`config.mk`:
```
export PLATFORM = sky130hd
export DESIGN_NAME = fir_interp4
export DESIGN_NICKNAME = d
export VERILOG_FILES = /design/src/rtl/fir_pkg.sv /design/src/rtl/fir_phase_mac.sv /design/src/rtl/fir_interp4.sv
export SDC_FILE = /design/constraint.sdc
export NUM_CORES = 1
export LEC_CHECK = 0
export BUFFER_PORTS_ARGS = -buffer_cell sky130_fd_sc_hd__buf_4
export CORE_ASPECT_RATIO = 0.6
export CORE_UTILIZATION = 35
export DETAILED_ROUTE_END_ITERATION = 10
export PLACE_DENSITY_LB_ADDON = 0.15
export SLEW_MARGIN = 40
export SYNTH_ARGS = -nofsm -noshare
export SYNTH_HDL_FRONTEND = slang
export SYNTH_HIERARCHICAL = 1
export SYNTH_SLANG_ARGS = --single-unit
```
`constraint.sdc`:
```
create_clock -name clk -period 7.5 [get_ports clk]
set_clock_uncertainty 0.2 [all_clocks]
set_input_delay 0.375 -clock clk [delete_from_list [all_inputs] [get_ports clk]]
set_output_delay 0.375 -clock clk [all_outputs]
set_load 0.03 [all_outputs]
```
`src/rtl/fir_pkg.sv`:
```
// fir_pkg: shared definitions for the 1:4 polyphase interpolator.
//   - default sample widths (DATA_W_DEF, OUT_W_DEF)
//   - phase count, tap count, taps per phase, coefficient width
//   - the 16-tap coefficient set H (index = phase + 4*k)
//   - two-state FSM encoding
package fir_pkg;

  localparam int DATA_W_DEF     = 8;
  localparam int OUT_W_DEF      = 16;
  localparam int N_PHASES       = 4;
  localparam int N_TAPS         = 16;
  localparam int TAPS_PER_PHASE = N_TAPS / N_PHASES;
  localparam int COEF_W         = 8;
  localparam int PHASE_W        = 2;

  // Per-phase sum of |H[p+4k]| is at most 9, far below 255, so a full
  // precision 4-term sum of 16-bit products always fits in 16 bits.
  localparam logic signed [COEF_W-1:0] H [N_TAPS] = '{
    -8'sd2, -8'sd1, 8'sd3, 8'sd4,
     8'sd1,  8'sd1, 8'sd1, 8'sd1,
     8'sd1,  8'sd1, 8'sd1, 8'sd1,
     8'sd1,  8'sd1, 8'sd1, 8'sd1
  };

  typedef enum logic {
    ST_IDLE = 1'b0,   // no pending output
    ST_EMIT = 1'b1    // phase counter 0..3 is presenting an output
  } state_e;

endpackage

```
`src/rtl/fir_phase_mac.sv`:
```
// fir_phase_mac: combinational 4-term MAC for one output phase.
//   phase : current output phase (0..3), selects H[phase + 4*k]
//   taps  : delay line, taps[0] = newest sample x[n], taps[3] = x[n-3]
//   y     : sum of H[phase+4k]*taps[k], sign-extended, no rounding
module fir_phase_mac
  import fir_pkg::*;
#(
  parameter int DATA_W = DATA_W_DEF,
  parameter int OUT_W  = OUT_W_DEF
) (
  input  logic        [PHASE_W-1:0] phase,
  input  logic signed [DATA_W-1:0]  taps [TAPS_PER_PHASE],
  output logic signed [OUT_W-1:0]   y
);

  localparam int PROD_W = COEF_W + DATA_W;

  logic signed [PROD_W-1:0] prod     [TAPS_PER_PHASE];
  logic signed [OUT_W-1:0]  prod_ext [TAPS_PER_PHASE];

  generate
    for (genvar gi = 0; gi < TAPS_PER_PHASE; gi++) begin : g_tap
      localparam logic [3:0] BASE = 4'(gi * N_PHASES);
      logic signed [COEF_W-1:0] coef_sel;
      assign coef_sel     = H[BASE + {2'b00, phase}];
      assign prod[gi]     = coef_sel * taps[gi];
      // Signed size cast sign-extends the full product into OUT_W.
      assign prod_ext[gi] = OUT_W'(prod[gi]);
    end
  endgenerate

  always_comb begin
    y = '0;
    for (int k = 0; k < TAPS_PER_PHASE; k++) begin
      y = y + prod_ext[k];
    end
  end

endmodule

```
`src/rtl/fir_interp4.sv`:
```
// fir_interp4: 1:4 polyphase interpolator with valid/ready handshakes.
//   clk, rst_n           : clock, asynchronous active-low reset
//   xin, xin_valid       : input sample stream
//   xin_ready            : input accepted this cycle when also xin_valid
//   yout, yout_valid     : interpolated output stream (4 per input)
//   yout_ready           : downstream consumes yout this cycle
// Each accepted sample shifts the 4-deep delay line and starts four output
// phases; yout is computed purely from the registered delay line and phase.
module fir_interp4
  import fir_pkg::*;
#(
  parameter int DATA_W = DATA_W_DEF,
  parameter int OUT_W  = OUT_W_DEF
) (
  input  logic                     clk,
  input  logic                     rst_n,
  input  logic signed [DATA_W-1:0] xin,
  input  logic                     xin_valid,
  output logic                     xin_ready,
  output logic signed [OUT_W-1:0]  yout,
  output logic                     yout_valid,
  input  logic                     yout_ready
);

  localparam logic [PHASE_W-1:0] LAST_PHASE = PHASE_W'(N_PHASES - 1);

  state_e                    state_q, state_d;
  logic [PHASE_W-1:0]        phase_q, phase_d;
  logic signed [DATA_W-1:0]  dl_q [TAPS_PER_PHASE];
  logic signed [DATA_W-1:0]  dl_d [TAPS_PER_PHASE];
  logic                      accept;
  logic                      transfer;

  always_comb begin
    xin_ready  = 1'b0;
    yout_valid = 1'b0;
    state_d    = state_q;
    phase_d    = phase_q;
    dl_d       = dl_q;

    // rst_n gates ready so nothing is advertised while reset is held.
    case (state_q)
      ST_IDLE: xin_ready = rst_n;
      ST_EMIT: begin
        yout_valid = 1'b1;
        // A new sample is only taken as the last phase leaves, which keeps
        // the stream gap-free at one input per four outputs.
        xin_ready  = rst_n && (phase_q == LAST_PHASE) && yout_ready;
      end
      default: ;
    endcase

    accept   = xin_valid && xin_ready;
    transfer = yout_valid && yout_ready;

    if (transfer) begin
      if (phase_q != LAST_PHASE) begin
        phase_d = phase_q + PHASE_W'(1);
      end else begin
        state_d = ST_IDLE;
        phase_d = '0;
      end
    end

    // An accept overrides the return to IDLE in the same cycle.
    if (accept) begin
      state_d = ST_EMIT;
      phase_d = '0;
      dl_d[0] = xin;
      for (int k = 1; k < TAPS_PER_PHASE; k++) begin
        dl_d[k] = dl_q[k-1];
      end
    end
  end

  always_ff @(posedge clk or negedge rst_n) begin
    if (!rst_n) begin
      state_q <= ST_IDLE;
      phase_q <= '0;
      for (int k = 0; k < TAPS_PER_PHASE; k++) begin
        dl_q[k] <= '0;
      end
    end else begin
      state_q <= state_d;
      phase_q <= phase_d;
      dl_q    <= dl_d;
    end
  end

  fir_phase_mac #(
    .DATA_W (DATA_W),
    .OUT_W  (OUT_W)
  ) u_mac (
    .phase (phase_q),
    .taps  (dl_q),
    .y     (yout)
  );

endmodule
```
==> flow_summary.toml <==
[min_path]
hold_depth = 2
hold_start = "xin[5]"
hp-class = "input port to register"
whs_endpoint = "dl_q[29]"

[die]
start_util_pct = 36.01
die_y_um = 93.99
die_area_um2 = 14600
boundaryPins = 30
rows = 33
coreArea_um2 = 13710
die_w_um = 155.3

[grt]
track_usage_pct = 13.82
grt_max_degree = 38
grt_pass1_vias = 3068
antenna_found_initial = 0
overflow = 0
grt_first_pass_wirelength_um = 15660

[drt]
dr.pass1.iters = 4
wl_per_cell_um = 12.93
ant_nets = 0
routed-via-count = 3088
drt-initial-drc-count = 81
drt-vias-per-instance = 4.443
wl_um = 8988
drc_errors = 0

[timing]
fin_crit_ns = 7.160
setup_violations = 0
tns_ns = 0
post-route-period-util_pct = 95.47
worstMarginPinSlew_ns = 0.5007
grt_setup_unrepaired = "no"
fmax_mhz = 139.7
finalMaxSlewViolations = 0
max-slew-margin-rel_pct = 66.62
hold_violations = 0

[clocking]
clkTransAtPathRegs_ns = 0.05
cts_made_buffers = 5
clk_path_buf_depth = 2
cts.root.buffer_cell = "clkbuf_16"
cts_tree = "yes"
ctsHtreeMaxLevel = 2
clock_latency_ns = 0.28
cts_sinks = 35

[job]
maxCapViolCount = 0

[finish]
stdcell_count = 695
drive_gt1_share_pct = 17.89
n_antenna_cell = 0
nets = 665
area_growth_pct = 13.23
fin_area_um2 = 5589

[placement]
numPortBuffers = 29
placed_area_um2 = 5386
place.gp.congestion = 0.7881
place_hpwl_um = 7789
place_inst = 684

[logic_synthesis]
synthFlopType = "dfrtp_1"
netlist_instances = 464
synth_edf_count = 0
postSynth.asyncResetShare_pct = 100.0
syn_area_um2 = 4936
synth.distinct_cells = 40
ys_warn_count = 6
synthesis.nets = 627
synth.avg_cell_area_um2 = 10.64
ys_seq_area_share_pct = 17.74
ys_ff_latch = 35

[setup_path]
endpoint_kind = "primary output"
slowest_delay_ns = 0.60
r2r-end = "dl_q[1]"
worstPathCellList = "nor2b_1, fa_1, inv_1, fa_1, inv_1, fa_2, inv_1, fa_1, inv_1, ha_1, fa_1, fa_1, fa_1, ha_4, a21oi_2, o211ai_1, a31o_1, a21oi_2, xnor2_1, buf_4"
crit_type = "register to primary output"
critPathRequiredTime_ns = 6.92
reg2reg_depth = 6
startpoint_type = "register"
r2r-start = "phase_q[1]"
r2r_slack_ns = 5.29
cp_common_cell = "fa_1"
critPathArrivalTime_ns = 6.58
cpMaxStageDelayCell = "fa_1"
cp_max_fo = 6

[run_status]
status = "finished, final reports clean"
-- synth_stat cells (2+ instances only) --
library cell,instances,area [um^2]
xor2_1,5,43.79
inv_1,116,435.4
nor2_1,11,41.29
a21oi_1,8,40.04
o21ai_0,3,15.01
nand2b_1,6,37.54
nand2_1,15,56.30
xnor2_1,12,105.1
mux2_4,8,120.1
and2_1,2,12.51
fa_1,65,1301
mux2i_1,4,40.04
buf_6,3,33.78
a21o_1,6,45.04
a21o_2,2,17.52
a211oi_2,2,25.02
ha_1,86,1076
clkbuf_1,3,11.26
mux2_2,24,270.3
nand3_1,2,10.01
nor2b_1,24,150.1
dfrtp_1,35,875.8
a31o_2,2,17.52
o21ai_1,3,15.01
nor3_1,2,10.01
-- per-stage QoR --
| stage | worst slack [ns] | utilization, % | hold slack [ns] |
|---|---|---|---|
| after global routing | 0.01234 | 40.77 | 0.1236 |
| after global placement | 0.4186 | 39.29 | 0.1609 |
| after floorplan | 0.3540 | - | -0.1206 |
| final | 0.3401 | 40.77 | 0.1222 |
| after CTS | 0.04174 | 40.53 | 0.1168 |
| after detailed placement | 0.2794 | 39.29 | 0.1676 |
-- area by class of cell --
class	instances	area, um^2
well taps	192	240.2
multi-input cells	307	3601
clock buffers	8	156.4
fillers	1396	8119
repair buffers	37	280.3
inverters	116	435.4
flip-flops and latches	35	875.8
-- critical path: cells and delay by family, from the launching register on --
family	cells	cell delay (ns)
fa+ha+maj	9	4.40
compound gates	4	0.70
buf+inv	5	0.45
flops	1	0.43
simple gates	1	0.20
xor+xnor	1	0.13
-- metal layers --
| metal | global-route usage (%) | vias to the layer above | part of all wire [%] |
|---|---|---|---|
| met4 | 2.206 | 0 | 0.65 |
| met1 | 22.45 | 1515 | 58 |
| met3 | 2.814 | 6 | 2.8 |
| met2 | 18.39 | 37 | 38 |
| met5 | 0 | - | 0 |
| li1 | - | 1530 | - |
-- logic make-up after synthesis --
| kind of cell | count (synthesis) | share of synthesized area [%] |
|---|---|---|
| adder cells (fa/ha/maj) | 151 | 48.16 |
| buffers and inverters | 122 | 9.734 |
| AND/OR/NAND/NOR | 66 | 6.946 |
| AO/OA/AOI/OAI | 37 | 5.678 |
| multiplexers | 36 | 8.720 |
| flip-flops | 35 | 17.74 |
| XOR/XNOR | 17 | 3.016 |
-- placed cells by master (no fill, tap or decap), types with 7 or more instances in the layout --
master	synthesis	routed
nor2b_1	24	24
nor2_1	11	11
nand2_1	15	15
fa_1	65	64
buf_4	0	36
dfrtp_1	35	35
mux2_2	24	24
a21oi_1	8	7
ha_1	86	84
xnor2_1	12	12
inv_1	116	116
mux2_4	8	8
-- worst max path at each step --
stage | to | slack [ns] | startpoint | depth (start not counted)
floorplan | yout[14] | 0.35 | phase_q[1] | 23
global placement | yout[13] | 0.42 | dl_q[26] | 20
detailed placement | yout[13] | 0.28 | dl_q[26] | 20
CTS | yout[13] | 0.04 | dl_q[27] | 20
global route | yout[13] | 0.01 | dl_q[27] | 20
finish | yout[13] | 0.34 | dl_q[27] | 20
-- flip-flops by register name, summed over array words and instances (netlist names) --
signal	cells
phase_q	2
state_q	1
dl_q	32
-- timing repair --
| action | in CTS | in global routing |
|---|---|---|
| hold buffers | 1 | 0 |
| pin swaps | 0 | 1 |
| buffers inserted | 0 | 2 |
| cloned | 0 | 0 |
| hold endpoints to repair | 35 | 0 |
| gates resized for setup | 1 | 4 |
| endpoints found under the setup margin | 2 | 5 |
Power is left out: the tool's default activity adds up to more than one toggle a clock period on the data nets, which glitch-free logic cannot reach.
